## src/rtl/scroll_sweep_engine.sv

```systemverilog
// scroll_sweep_engine: wrap-around vertical scroll offset stepped by a prescaled tick, re-sweeping the full screen after each change.
// Define SCROLL_BIDIR_EN to honour dir (decrement); otherwise the offset always increments.
module scroll_sweep_engine #(
  parameter int XSCREEN    = 160,
  parameter int YSCREEN    = 120,
  parameter int XW         = 8,
  parameter int YW         = 7,
  parameter int BASE_TICKS = 25000000,
  parameter int STEP       = 1
) (
  input  logic          CLOCK_50,
  input  logic          resetn,
  input  logic          enable,
  input  logic [1:0]    speed_sel,
  input  logic          dir,
  output logic [YW-1:0] offset,
  output logic [XW-1:0] x,
  output logic [YW-1:0] y,
  output logic [YW-1:0] src_y,
  output logic          plot,
  output logic          busy,
  output logic          frame_done
);
  localparam int PW = $clog2(BASE_TICKS + 1);
  localparam logic [YW:0] YS  = (YW+1)'(YSCREEN);
  localparam logic [YW:0] STP = (YW+1)'(STEP);
  typedef enum logic [1:0] {INIT, IDLE, SWEEP} state_t;
  state_t r_state, w_next;
  logic [PW-1:0] r_cnt, w_lim;
  logic [YW-1:0] w_new;
  logic [YW:0] w_o;
  logic r_pend, w_tick, w_step, w_start, w_last;
  assign w_lim   = (PW'(BASE_TICKS) >> speed_sel) - PW'(1);
  assign w_tick  = enable && r_cnt >= w_lim;
  assign w_step  = r_state == IDLE && (w_tick || r_pend);
  assign w_start = r_state == INIT || w_step;
  assign w_last  = x == XW'(XSCREEN-1) && y == YW'(YSCREEN-1);
  assign w_o     = {1'b0, offset};
`ifdef SCROLL_BIDIR_EN
  assign w_new = dir ? YW'(w_o >= STP ? w_o - STP : w_o + YS - STP)
                     : YW'(w_o + STP >= YS ? w_o + STP - YS : w_o + STP);
`else
  logic w_unused_dir;
  assign w_unused_dir = dir;
  assign w_new = YW'(w_o + STP >= YS ? w_o + STP - YS : w_o + STP);
`endif
  always_comb begin
    w_next = r_state;
    w_next = r_state == INIT ? SWEEP : r_state == IDLE ? (w_step ? SWEEP : IDLE) : (w_last ? IDLE : SWEEP);
  end
  always_ff @(posedge CLOCK_50) begin
    if (!resetn) r_state <= INIT;
    else r_state <= w_next;
  end
  // pending is one deep: any tick outside an IDLE step is remembered once
  always_ff @(posedge CLOCK_50) begin
    if (!resetn) begin
      r_cnt      <= '0;
      r_pend     <= 1'b0;
      offset     <= '0;
      x          <= '0;
      y          <= '0;
      src_y      <= '0;
      plot       <= 1'b0;
      busy       <= 1'b0;
      frame_done <= 1'b0;
    end else begin
      r_cnt      <= (!enable || w_tick) ? '0 : r_cnt + 1'b1;
      frame_done <= 1'b0;
      if (w_step) r_pend <= 1'b0;
      else if (w_tick) r_pend <= 1'b1;
      if (w_start) begin
        if (w_step) offset <= w_new;
        x     <= '0;
        y     <= '0;
        src_y <= w_step ? w_new : offset;
        plot  <= 1'b1;
        busy  <= 1'b1;
      end else if (r_state == SWEEP) begin
        if (w_last) begin
          plot       <= 1'b0;
          busy       <= 1'b0;
          frame_done <= 1'b1;
        end else if (x == XW'(XSCREEN-1)) begin
          x     <= '0;
          y     <= y + 1'b1;
          src_y <= src_y == YW'(YSCREEN-1) ? '0 : src_y + 1'b1;
        end else begin
          x <= x + 1'b1;
        end
      end
    end
  end
endmodule

```

## config.mk

```make
export PLATFORM = sky130hd
export DESIGN_NAME = scroll_sweep_engine
export DESIGN_NICKNAME = d
export VERILOG_FILES = /design/src/rtl/scroll_sweep_engine.sv
export SDC_FILE = /design/constraint.sdc
export NUM_CORES = 1
export LEC_CHECK = 0
export CAP_MARGIN = 0
export CORE_MARGIN = 2
export CORE_UTILIZATION = 55
export DETAILED_ROUTE_END_ITERATION = 12
export GPL_TIMING_DRIVEN = 1
export PLACE_DENSITY = 0.89
export SLEW_MARGIN = 10
export SYNTH_ARGS = -nofsm -noshare
export SYNTH_HDL_FRONTEND = slang
export SYNTH_SLANG_ARGS = --single-unit
```

## constraint.sdc

```tcl
create_clock -name CLOCK_50 -period 2.9 [get_ports CLOCK_50]
set_clock_uncertainty 0.05 [all_clocks]
set_input_delay 0.29 -clock CLOCK_50 [delete_from_list [all_inputs] [get_ports CLOCK_50]]
set_output_delay 0.29 -clock CLOCK_50 [all_outputs]
set_load 0.03 [all_outputs]
```

==> results.yml, run 1 <==
critical_path:
  crit_arrival_ns: 2.88
  critical_path.max_fanout: 4
  path_class: "input port to flip-flop"
  crit_slowest_cell: "o221ai_2"
  cp-start-kind: "input port"
  critical_path_buf_inv_count: 4
  crit_path_max_incr_delay_ns: 0.32
  worstPathRequired_ns: 3.12
  crit_chain: "dlygate4sd2_1, inv_1, buf_4, nand2_1, buf_4, ha_1, nand4_1, nor2_1, nand2_1, o221ai_2, or2_4, mux2_4, a221oi_2"
  endpoint_kind: "flip-flop"
  critPathTopFamily: "simple AND/OR/NAND/NOR gates"
layout:
  post-route-util_pct: 68.8
  drive_above_1_share_pct: 13.4
  area_growth_pct: 22.6
  antenna_cells: 0
  regArea_um2: 1180
  layout.nets: 515
  nFillCells: 466
  multiInputGateArea_um2: 2220
  final_cells: 562
timing:
  fmax_ghz: 0.375
  finalMaxSlewViolations: 0
  hold_viol: 0
  min_period_ns: 2.67
  tightest_slew_ns: 0.522
  relSlewSlack_pct: 65.1
  finalSetupViolations: 0
  rsz0062_at_grt: "no"
  setup_tns_ns: 0
  period_share_pct: 92.0
  postLayoutSetupSlackWorst_ns: 0.232
global_route:
  grt_max_degree: 17
  grt_pass1_vias: 3120
  grt_overflow: 0
  antenna_found_initial: 0
  grt_pass1_wl_mm: 13.6
  track_usage_pct: 23.6
power_and_ir_drop:
  power.leakage_nw: 1.69
  peakVddDrop_uv: 273
  comb_power_share_pct: 12.0
  p_seq_share_pct: 47.2
  cellPowerDensity_nw_per_um2: 416
  intPower_w: 0.00131
  swShare_pct: 27.1
  power_frac_clock_pct: 40.9
  switching_power_w: 0.000487
synth:
  seq_area_frac_synth_pct: 33.5
  yosysWarningCount: 0
  synth-seq-cells: 59
  synth.distinct_cells: 57
  async_flop_share_pct: 0
  syn_inst: 425
  synthesis.area_um2: 3520
  synth_edf_count: 0
  synth_top_flop_cell: "dfxtp_1"
  avgSynthCellArea_um2: 8.29
clocking:
  clockRootBuffer: "clkbuf_8"
  clock_path_buffers: 2
  cts-hold-fix-buffers: 0
  cts_sinks: 59
  cts_tree: "done"
  cts_buffers: 9
  post_cts_buffers: 0
  path_clk_slew_ns: 0.07
  htreeDepth: 3
  clk_latency_ns: 0.35
floorplan:
  start_util_pct: 56.1
  design.core.area_um2: 6280
  ios: 38
  num_rows: 29
  die_w_um: 84.0
  die_h_um: 84.0
  die_area_um2: 7060
drt:
  routedWlPerCell_um: 14.6
  via_per_inst: 5.76
  drt-pass1-iter-count: 4
  drc: 0
  drtIter0Drc: 172
  ant_nets: 0
  vias: 3235
  wl_mm: 8.20
place:
  pre_cts_ws_ns: -0.447
  place_hpwl_mm: 5.95
  gp_congestion: 0.890
  port_buffers: 36
  dp.cells: 546
flow_run:
  maxCapViolCount: 0
outcome:
  outcome: "finished, final reports clean"
min_path:
  min_path_type: "flip-flop to flip-flop"
area by class of cell:
| type | instances | share of cell area (%) |
|---|---|---|
| Clock inverter | 7 | 1.59 |
| Tap cell | 77 | 2.23 |
| Timing Repair Buffer | 59 | 12.7 |
| Multi-Input combinational cell | 330 | 51.4 |
| Sequential cell | 59 | 27.3 |
| Clock buffer | 9 | 2.87 |
| Inverter | 21 | 1.83 |
layout by cell type (no fill, tap or decap), drive strengths merged, types with 19 or more instances in the layout:
master	instances
nor2	63
dfxtp	59
nand2	45
clkdlybuf4s50	34
ha	29
buf	23
xor2	22
inv	21
xnor2	19
nand3	19
a21oi	19
worst min-delay path: stages (launching register included):
cell,delay [ns]
dfxtp_1,0.33
inv_1,0.06
a21oi_1,0.05
flip-flops by register name (all words and copies together), names as in the netlist:
register	flops
r_cnt	25
r_state	2
src_y	7
x	8
y	7
r_pend	1
frame_done	1
offset	7
busy	1
per-stage QoR:
stage,hold WS [ns],cell area [um2],total power [W]
3_3_place_gp,0.393,4070,0.00106
3_5_place_dp,0.420,4070,0.00107
5_1_grt,0.471,4320,0.00187
4_1_cts,0.435,4280,0.00180
6_report,0.429,4320,0.00180
2_1_floorplan,0.380,3530,0.000994
path summary, 6_finish.rpt:
kind | cells after the start | start | end | slack [ns]
setup / recovery | 13 | speed_sel[1] | src_y[4] | 0.23
hold / removal | 2 | busy | busy | 0.43
setup reg to reg | 10 | offset[0] | offset[5] | 0.33
hold reg to reg | 2 | busy | busy | 0.43
cells in the mapped netlist, drive strengths merged, types with 2 or more instances:
library cell	count	area [um2]
or3	3	18.8
and3	14	90.1
ha	29	363
inv	21	78.8
o21ai	18	90.1
dfxtp	59	1180
conb	2	7.51
a21oi	19	95.1
o31ai	2	28.8
o211a	2	20.0
nor2b	3	21.3
nand4	11	68.8
mux2i	3	30.0
nor3	18	111
nand2b	2	12.5
or2	2	12.5
nor2	63	236
nand2	45	171
o221ai	2	23.8
and2	4	25.0
xnor2	19	166
and4	3	26.3
nand3	19	100
xor2	22	193
buf	9	66.3
nor4	2	18.8
clkbuf	6	26.3
a221oi	3	32.5
a211oi	8	70.1
per-layer routing:
| layer | share of wire, % | global-route usage, % | vias up |
|---|---|---|---|
| met2 | 52 | 41.8 | 83 |
| met4 | 2.1 | 10.9 | 0 |
| met5 | 0 | 0 | - |
| met1 | 42 | 26.2 | 1547 |
| met3 | 4.1 | 6.13 | 20 |
| li1 | - | - | 1585 |
power by group through the flow:
| stage | Clock [W] | Sequential (W) | Combinational (W) |
|---|---|---|---|
| after global routing | 0.000786 | 0.000850 | 0.000234 |
| after floorplan | 0 | 0.000880 | 0.000114 |
| final | 0.000734 | 0.000848 | 0.000215 |
| after CTS | 0.000744 | 0.000847 | 0.000210 |
| after detailed placement | 0 | 0.000865 | 0.000208 |
| after global placement | 0 | 0.000864 | 0.000200 |
cell families (layout without fill, tap and decap cells):
group | count (synthesis) | after routing | synth area share [%]
muxes | 4 | 4 | 1.28
adders and majority gates | 29 | 29 | 10.3
buffers and inverters | 37 | 96 | 5.15
DFF | 59 | 59 | 33.5
AOI/OAI and AO/OA | 63 | 63 | 12.7
other | 2 | 3 | 0.213
and+or+nand+nor | 190 | 190 | 26.6
xor gates and xnor gates | 41 | 41 | 10.2
repair_timing:
item	4_1_cts	5_1_grt
pin swaps	3	6
resized for setup	6	10
endpoints found under the setup margin	14	55
Note: power is estimated with default switching activity, not from simulation.
==> inputs of run 2 (changes only) <==
Settings changed: CORE_ASPECT_RATIO from default to 1.4.
==> run 2 against run 1 <==
Global-route usage is 2.3 points higher. Cell count is 0.89% lower. Hold slack worse by 0.013 ns. Clock power is 25% higher. Wire length is 5.1% higher.
==> results.yml, run 2 (synthesis gave the netlist of run 1 again) <==
critical_path:
  crit_arrival_ns: 2.83
  endpoint_kind: "flip-flop"
  crit_path_max_incr_delay_ns: 0.33
  critical_path.max_fanout: 4
  r2r_slack_ns: 0.35
  crit_slowest_cell: "ha_1"
  worstPathRequired_ns: 3.10
  crit_chain: "dlymetal6s2s_1, buf_4, nor2b_4, ha_1, ha_1, a211oi_2, o21ai_0, nand2_1, a211oi_2, buf_4, or2_4, mux2_4, a221oi_2"
  cp-start-kind: "input port"
  path_class: "input port to flip-flop"
drt:
  drc: 0
  routedWlPerCell_um: 15.5
  via_per_inst: 5.93
  drtIter0Drc: 236
  ant_nets: 0
  drt-pass1-iter-count: 5
  wl_mm: 8.62
  vias: 3302
place:
  port_buffers: 36
  gp_congestion: 0.889
  place_hpwl_mm: 5.91
  dp.cells: 539
timing:
  period_share_pct: 90.7
  relSlewSlack_pct: 63.1
  rsz0062_at_grt: "no"
  finalMaxSlewViolations: 0
  fmax_ghz: 0.380
  finalSetupViolations: 0
  min_period_ns: 2.63
  setup_tns_ns: 0
  tightest_slew_ns: 0.549
  hold_viol: 0
outcome:
  outcome: "finished, final reports clean"
floorplan:
  start_util_pct: 56.7
  num_rows: 34
  ios: 38
  die_h_um: 98.7
  die_area_um2: 7070
  design.core.area_um2: 6210
  die_w_um: 71.6
layout:
  final_cells: 557
  most-common-layout-cells: "nor2_1 (62), dfxtp_1 (59), nand2_1 (43), clkdlybuf4s50_1 (34), ha_1 (28)"
  nFillCells: 460
  layout_commonest_cell: "nor2_1"
  area_growth_pct: 23.4
  reg_top3: "r_cnt x25, x x8"
  multiInputGateArea_um2: 2210
  regArea_um2: 1180
  drive_above_1_share_pct: 13.6
  largest_reg_flops: 25
  layout.nets: 515
  antenna_cells: 0
  top_register: "r_cnt"
global_route:
  track_usage_pct: 25.9
  grt_overflow: 0
  grt_pass1_wl_mm: 14.7
  grt_max_degree: 17
  antenna_found_initial: 0
  grt_pass1_vias: 3246
power_and_ir_drop:
  power_w: 0.00198
  peakVddDrop_uv: 345
  power.leakage_nw: 1.70
  cellPowerDensity_nw_per_um2: 456
clocking:
  path_clk_slew_ns: 0.06
  clockRootBuffer: "clkbuf_8"
  clk_latency_ns: 0.34
  cts_sinks: 59
  clock_path_buffers: 2
  cts_tree: "done"
  htreeDepth: 3
  cts_buffers: 9
min_path:
  min_path_type: "flip-flop to flip-flop"
flow_run:
  maxCapViolCount: 0
-- run 2: changes by cell type in the layout (fill, tap and decap cells not counted), moves of 2 or more --
cell	before	now
clkinvlp_4	2	0
bufinv_16	1	3
a211oi_2	2	5
nand2_2	0	2
a211oi_1	5	3
-- run 2: repair_timing --
action,CTS,global route
setup endpoints to repair,9,54
cloned,0,0
pin swaps,3,5
hold buffers,0,0
gates resized for setup,6,8
buffers inserted,0,2
-- run 2: layout make-up --
cell class                      instances  share of cell area (%)
Multi-Input combinational cell        330                    50.9
Tap cell                               72                    2.07
Clock buffer                           11                    3.25
Clock inverter                          5                    2.30
Inverter                               21                    1.81
Sequential cell                        59                    27.2
Timing Repair Buffer                   59                    12.5
-- run 2: layer usage --
metal	GRT usage (%)	routed length, um	up-vias
met4	14.1	297	0
met5	0	0	-
li1	-	-	1581
met2	44.7	4570	119
met1	29.1	3360	1564
met3	5.62	383	38
-- run 2: worst paths after layout --
path,from,to,cells after the start
worst max-delay path,speed_sel[1],src_y[4],13
worst min-delay path,r_cnt[0],r_cnt[0],1
worst max register to register,offset[0],src_y[4],8
worst min register to register,r_cnt[0],r_cnt[0],1
-- run 2: power by group --
group / internal (W) / switching (W)
Combinational: 0.0000885 / 0.000121
Sequential: 0.000826 / 0.0000271
Clock: 0.000592 / 0.000327
-- run 2: through the flow --
step / setup WS, ns / utilization [%] / cell area [um2] / hold slack, ns
4_1_cts: 0.00427 / 69.2 / 4300 / 0.415
6_report: 0.268 / 70.0 / 4350 / 0.416
2_1_floorplan: 0.210 / - / 3530 / 0.380
3_5_place_dp: -0.454 / 64.9 / 4030 / 0.400
3_3_place_gp: -0.321 / 64.9 / 4030 / 0.391
5_1_grt: 0.146 / 70.0 / 4350 / 0.452
-- run 2: critical path, delay by kind of cell --
family / cells / cell delay (ns)
multiplexers: 1 / 0.32
AND/OR/NAND/NOR: 3 / 0.50
AO/OA/AOI/OAI: 4 / 0.65
buffers and inverters: 3 / 0.47
adder cells (fa/ha/maj): 2 / 0.61
